<file path="src/rtl/adc_capture_sequencer.sv">
// adc_capture_sequencer: one-shot capture of four selectable ADC streams into readout buffers, optionally aligned to SYSREF.
module adc_capture_sequencer #(
    parameter int NBEATS_W = 16
) (
    input  logic                aclk,
    input  logic                rst_i,
    input  logic                capture_i,
    input  logic                abort_i,
    input  logic                sync_en_i,
    input  logic                sysref_i,
    input  logic [11:0]         src_sel_i,
    input  logic [NBEATS_W-1:0] length_i,
    input  logic [1023:0]       adc_tdata,
    input  logic [7:0]          adc_tvalid,
    output logic [7:0]          adc_tready,
    output logic [511:0]        buf_tdata,
    output logic [3:0]          buf_tvalid,
    input  logic [3:0]          buf_tready,
    output logic                busy_o,
    output logic                done_o,
    output logic                overflow_o
);
    typedef enum logic [1:0] {IDLE, ARM, CAPTURE, FLUSH} state_t;
    state_t state, state_nx;
    logic [11:0] sel;
    logic [NBEATS_W-1:0] len, cnt;
    logic sysref_q, accept, all_valid, take, drop;
    assign adc_tready = '1;
    assign accept = (state == IDLE) && capture_i;
    assign take = (state == CAPTURE) && all_valid && !abort_i;
    assign drop = |(buf_tvalid & ~buf_tready);
    always_comb begin
        all_valid = 1'b1;
        for (int n = 0; n < 4; n++) all_valid = all_valid & adc_tvalid[sel[3*n +: 3]];
    end
    always_comb begin
        state_nx = state;
        case (state)
            IDLE:    state_nx = capture_i ? (sync_en_i ? ARM : CAPTURE) : IDLE;
            ARM:     state_nx = abort_i ? IDLE : (sysref_i && !sysref_q) ? CAPTURE : ARM;
            CAPTURE: state_nx = abort_i ? IDLE : (take && cnt == len) ? FLUSH : CAPTURE;
            default: state_nx = IDLE;
        endcase
    end
    // Buffer lanes register the selected ADC word, giving exactly one cycle of latency.
    always_ff @(posedge aclk or posedge rst_i) begin
        if (rst_i) begin
            state      <= IDLE;
            sel        <= '0;
            len        <= '0;
            cnt        <= '0;
            sysref_q   <= 1'b0;
            busy_o     <= 1'b0;
            done_o     <= 1'b0;
            overflow_o <= 1'b0;
            buf_tvalid <= '0;
            buf_tdata  <= '0;
        end else begin
            state      <= state_nx;
            sysref_q   <= sysref_i;
            busy_o     <= state_nx != IDLE;
            done_o     <= state == FLUSH;
            buf_tvalid <= {4{take}};
            overflow_o <= accept ? 1'b0 : (overflow_o | drop);
            if (accept) begin
                sel <= src_sel_i;
                len <= length_i;
                cnt <= '0;
            end else if (take) begin
                cnt <= cnt + 1'b1;
            end
            if (take)
                for (int n = 0; n < 4; n++) buf_tdata[128*n +: 128] <= adc_tdata[128*sel[3*n +: 3] +: 128];
        end
    end
endmodule
</file>
<file path="config.mk">
export PLATFORM = sky130hd
export DESIGN_NAME = adc_capture_sequencer
export DESIGN_NICKNAME = d
export VERILOG_FILES = /design/src/rtl/adc_capture_sequencer.sv
export SDC_FILE = /design/constraint.sdc
export NUM_CORES = 2
export LEC_CHECK = 0
export CORE_AREA = 2 2 621 623
export CTS_BUF_LIST = sky130_fd_sc_hd__clkbuf_8 sky130_fd_sc_hd__clkbuf_16
export CTS_CLUSTER_DIAMETER = 30
export DETAILED_ROUTE_END_ITERATION = 8
export DIE_AREA = 0 0 623 625
export PLACE_DENSITY = 0.3
export SYNTH_ARGS = -nofsm -noshare
export SYNTH_HDL_FRONTEND = slang
export SYNTH_SLANG_ARGS = --single-unit
export TNS_END_PERCENT = 100
</file>
<file path="constraint.sdc">
create_clock -name aclk -period 25.9 [get_ports aclk]
set_input_delay 5.18 -clock aclk [delete_from_list [all_inputs] [get_ports aclk]]
set_output_delay 5.18 -clock aclk [all_outputs]
set_load 0.005 [all_outputs]
</file>
# Word level (Yosys, flattened, before mapping)
# Cells that the tools add are included.
[word_totals]
register_bits = 563
word_cells = 58
[op_classes]
bitwise = 6
n_lt_le_gt_ge = 4
n_mux = 18
add_sub_neg = 1
n_reduce_logical = 11
eq_ne = 4
n_shift = 4
[op_table]
columns = ["operator", "n"]
rows = [
  ["variable part select 1024 x 11 -> 128 bit", 4],
  ["2-to-1 mux 16 bit", 2],
  ["adder 16 x 1 -> 16 bit, second input constant", 1],
  ["== test 16 bit", 1],
  ["less-than comparator 3 x 4 -> 1 bit, second input constant", 4],
  ["binary-select mux 1 bit (select 3 bit)", 4],
  ["2-to-1 mux 2 bit", 5],
  ["2-to-1 mux 1 bit", 6],
  ["one-hot mux 2 bit (3 select lines)", 1],
  ["logical AND 1 bit", 5],
  ["bitwise AND 4 bit", 1],
  ["== test 2 bit, second input constant", 2],
  ["NOT 4 bit", 1],
  ["nonzero test 2 bit", 2],
  ["OR reduction 4 bit", 1],
  ["bitwise AND 1 bit", 3],
  ["== test 2 x 1 -> 1 bit, second input constant", 1],
  ["zero test 1 bit", 2],
  ["zero test 2 bit", 1],
  ["bitwise OR 1 bit", 1],
]

# Logic depth before layout (Yosys ltp)
[depth]
ltp_word = 12
depth_mapped = 11
mapped_depth_nobuf = 7

# Worst setup path after synthesis
# OpenSTA, ideal clock, no wires.
[synth_path]
path_type = "input -> register"
startpoint = "input adc_tvalid[6]"
endpoint = "register cnt[11]"
cell_stages = 8
path_slack_ns = 18.974
t_required_ns = 25.822
path_buffers = 2
t_arrival_ns = 6.848
setup_time_ns = 0.078
path_cell_list = "mux2i_1 a32o_1 nor4_2 nand3_2 buf_6 buf_6 or4_1 a21oi_1"
[synth_via]
elab_chain_len = 8
[synth_rtl]
columns = ["element", "line_no", "source"]
rows = [
  ["start: declaration", "14", "input logic [7:0] adc_tvalid,"],
  ["binary-select mux 1 bit (select 3 bit)", "34", "for (int n = 0; n < 4; n++) all_valid = all_valid & adc_tvalid[sel[3*n +: 3]];"],
  ["2-to-1 mux 1 bit (implied by the code)", "34", ""],
  ["bitwise AND 1 bit (2 in a row)", "34", ""],
  ["bitwise AND 1 bit *", "34", ""],
  ["logical AND 1 bit * (2 in a row)", "30", "assign take = (state == CAPTURE) && all_valid && !abort_i;"],
  ["nonzero test 2 bit (no source line) *", "n/a", ""],
  ["end signal: assignment", "70", "cnt <= cnt + 1'b1;"],
  ["end: declaration", "26", "logic [NBEATS_W-1:0] len, cnt;"],
]
# Mark *: on every way between the ends. The rest lies on a longest branch, timed or not. The select of a mux whose other input is x is not followed.
# A chain may end at the register's enable or synchronous reset.

# Worst setup path in the final report
[layout_path]
startpoint = "input adc_tvalid[3]"
endpoint = "register buf_tdata[281]"
[layout_via]
elab_chain_len = 7
[layout_rtl]
columns = ["element", "line_no", "source"]
rows = [
  ["binary-select mux 1 bit (select 3 bit)", "34", ""],
  ["2-to-1 mux 1 bit (implied by the code)", "34", ""],
  ["bitwise AND 1 bit (2 in a row)", "34", ""],
  ["bitwise AND 1 bit *", "34", ""],
  ["logical AND 1 bit * (2 in a row)", "30", ""],
  ["end signal: assignment", "57", "buf_tdata <= '0;"],
  ["end: declaration", "16", "output logic [511:0] buf_tdata,"],
]
# Marked as above.

==> metrics <==
status=completed; gpl congestion=0.842; Tightest Pin Transition=1.17 ns; Worst VDD drop=56.7 uV; critical path class=in2reg; hold buffers post-CTS=0; die width=623 um; Total GRT Usage=16.9%; std cell rows=228; TritonCTS clock tree=built; Via density=4.15; fin crit share=40.6%; Yosys reg bits=563; cell count of the worst reg-to-reg path=11; met2 Usage GRT=30.0%; Mapped Avg Cell Area=13.2 um^2; die area=389000 um^2; Fill cells=41200; Placed Area=71300 um^2; Pleak=29.1 nW; Slew Viols, Final=0; cts bufs inserted=238; Final Cell Area=79500 um^2; DR WL/cell=32.0 um; Final nets=6353; CP required=26.56 ns; Pre-Repair DR Iteration Count=5; I/O pin count=1597; RSZ-0062 raised after global routing=no; WHS=0.476 ns; Area growth syn-to-layout=59.8%; largest net degree at the start of global routing=199; met3 Use GR=4.60%; Post-CTS Setup Inserts=0; Power Density=98.0 nW/um^2; Final min period=10.51 ns; number of synthesized flops with an enable pin=0; initial DRC count=2716; clock root buffer=clkbuf_16; crit path max fanout=90; Final setup viols=0; post-CTS sizing=0; area of the core=384000 um^2; crit start category=primary input; FMAX=95.1 MHz; Top FF cell, synth=dfrtp_1; most used routing layer=met2; routing usage on met1=19.6%; Worst Hold Launch=buf_tdata[165]; GR Overflow Total=0; R2R setup slack=19.09 ns; Arrival @ worst endpoint=11.17 ns; htree depth=4; synth warn=0; Initial Utilization=13.0%; vias in the first global route=46600; nature of the critical path endpoint=flip-flop; final hold violations=0; Worst-Skew Late Latency=0.89 ns; final WL=340000 um; Post-Syn Instances=3780; Post-Syn Area=49800 um^2; first-pass GRT wire length=452000 um; RR Endpoint=buf_tdata[281]; FFs w/ async S/R, synth=100%; reg-to-reg startpoint=sel[5]; hold path depth=2; Max Cap Viol=0; DRT antenna net count=0; # port buffers=1588; CTS sink count=563; Synth cell types=41; CTS Buffer Depth=4; PnR worst setup slack=15.39 ns; routed via count=44100; ratio of cells with drive above 1 in the final layout=28.0%; Max Clock Skew=0.0929 ns; hpwl dp=267000 um; DRC viols=0; sequential share of the synthesized area=28.3%; Rel. slew slack=21.8%; clk slew on worst S/H paths=0.04 ns; Hold Path Class=reg2reg; WHS Endpoint=buf_tdata[165]; Setup WS pre-CTS=14.52 ns; initial antenna violation count=163; TNS Setup=0 ns; die height=625 um
-- state kept, by name, indices dropped and copies added (netlist names) --
register / flops
buf_tdata: 512
buf_tvalid: 1
busy_o: 1
cnt: 16
done_o: 1
len: 16
overflow_o: 1
sel: 12
state: 2
sysref_q: 1
-- final cells by class --
class / instances / area, um^2 / area share (%)
antenna: 74 / 185 / 0.233
clock buffer: 326 / 7210 / 9.07
clock inverter: 116 / 807 / 1.01
inverter: 7 / 33.8 / 0.0425
multi-input combinational: 2787 / 34000 / 42.7
sequential: 563 / 14100 / 17.8
tap: 5060 / 6330 / 7.96
timing repair buffer: 1685 / 16800 / 21.2
-- metrics by stage --
| stage | instances | power (mW) | util (%) |
|---|---|---|---|
| 2_1_floorplan | 3787 | 3.22 | - |
| 3_3_place_gp | 10100 | 5.18 | 18.6 |
| 3_5_place_dp | 10100 | 5.17 | 18.6 |
| 4_1_cts | 10500 | 7.99 | 20.7 |
| 5_1_grt | 10600 | 8.20 | 20.7 |
| 6_report | 10600 | 7.79 | 20.7 |
-- cell usage after synthesis (all sizes together) (5+ instances only) --
library cell	count	area share, %
buf	111	1.0
dfrtp	563	28
nand2	608	4.6
nand3	10	0.11
mux4	1027	46
nor4	5	0.088
mux2i	520	10
o31ai	7	0.11
nand4	5	0.063
xor2	13	0.23
inv	7	0.053
a21oi	12	0.12
clkbuf	319	2.4
nor2	9	0.068
o21ai	519	5.2
or4	7	0.11
-- worst max-delay path, stage by stage --
cell and delay, ns:
clkdlybuf4s50_1 0.50, mux4_2 0.50, nor2_1 0.12, nor4_2 0.09
nand3_4 0.42, buf_4 0.84, buf_4 0.80, buf_4 0.74
buf_4 0.74, buf_4 0.76, o21ai_1 0.18
-- worst max path at each step --
stage | from | endpoint | cells past startpoint
after global placement | adc_tvalid[0] | buf_tdata[160] | 12
after CTS | adc_tvalid[3] | buf_tdata[281] | 11
after global routing | adc_tvalid[3] | buf_tdata[152] | 11
after detailed placement | adc_tvalid[6] | buf_tdata[25] | 11
final | adc_tvalid[3] | buf_tdata[281] | 11
after floorplan | rst_i | buf_tdata[0] | 1
-- cell families after synthesis --
family	synth area share, %
adder cells (fa/ha/maj)	0.0251
AND/OR/NAND/NOR	5.26
XOR/XNOR	0.281
buffers and inverters	3.50
AO/OA/AOI/OAI	5.65
other	0.00753
flip-flops	28.3
multiplexers	57.0
-- layout by cell type (no fill, tap or decap), drive strengths merged, types with 2 or more instances in the layout --
cell type      netlist  final
bufinv               0      4
nand2              608    608
clkdlybuf4s50        0   1588
a32o                 2      2
xnor2                3      3
xor2                13     13
or3                  2      2
nand4                5      5
nor4                 5      5
or4                  7      7
nor2b                3      3
mux4              1027   1027
o21ai              519    519
clkbuf             319    326
o41ai                4      4
nand2b               4      4
clkinvlp             0      7
buf                111     97
nand3               10     10
clkinv               0     53
diode                0     74
nor2                 9      9
mux2i              520    520
o31ai                7      7
a21oi               12     12
dfrtp              563    563
inv                  7     59
conb                 1      8
mux2                 3      3
o311ai               4      4
and3                 4      4
-- routing by layer --
layer  vias to the layer above  wire length (um)
met5                         -               602
met4                        96             10800
met3                       542             21600
met2                      1689            175000
met1                     23200            132000
li1                      18500                 -
-- power by group --
group | internal, mW | switching, mW
combinational | 1.77 | 1.84
clock | 1.94 | 0.808
sequential | 1.16 | 0.280
total | 4.87 | 2.93
Power figures use the tool's default switching activity.
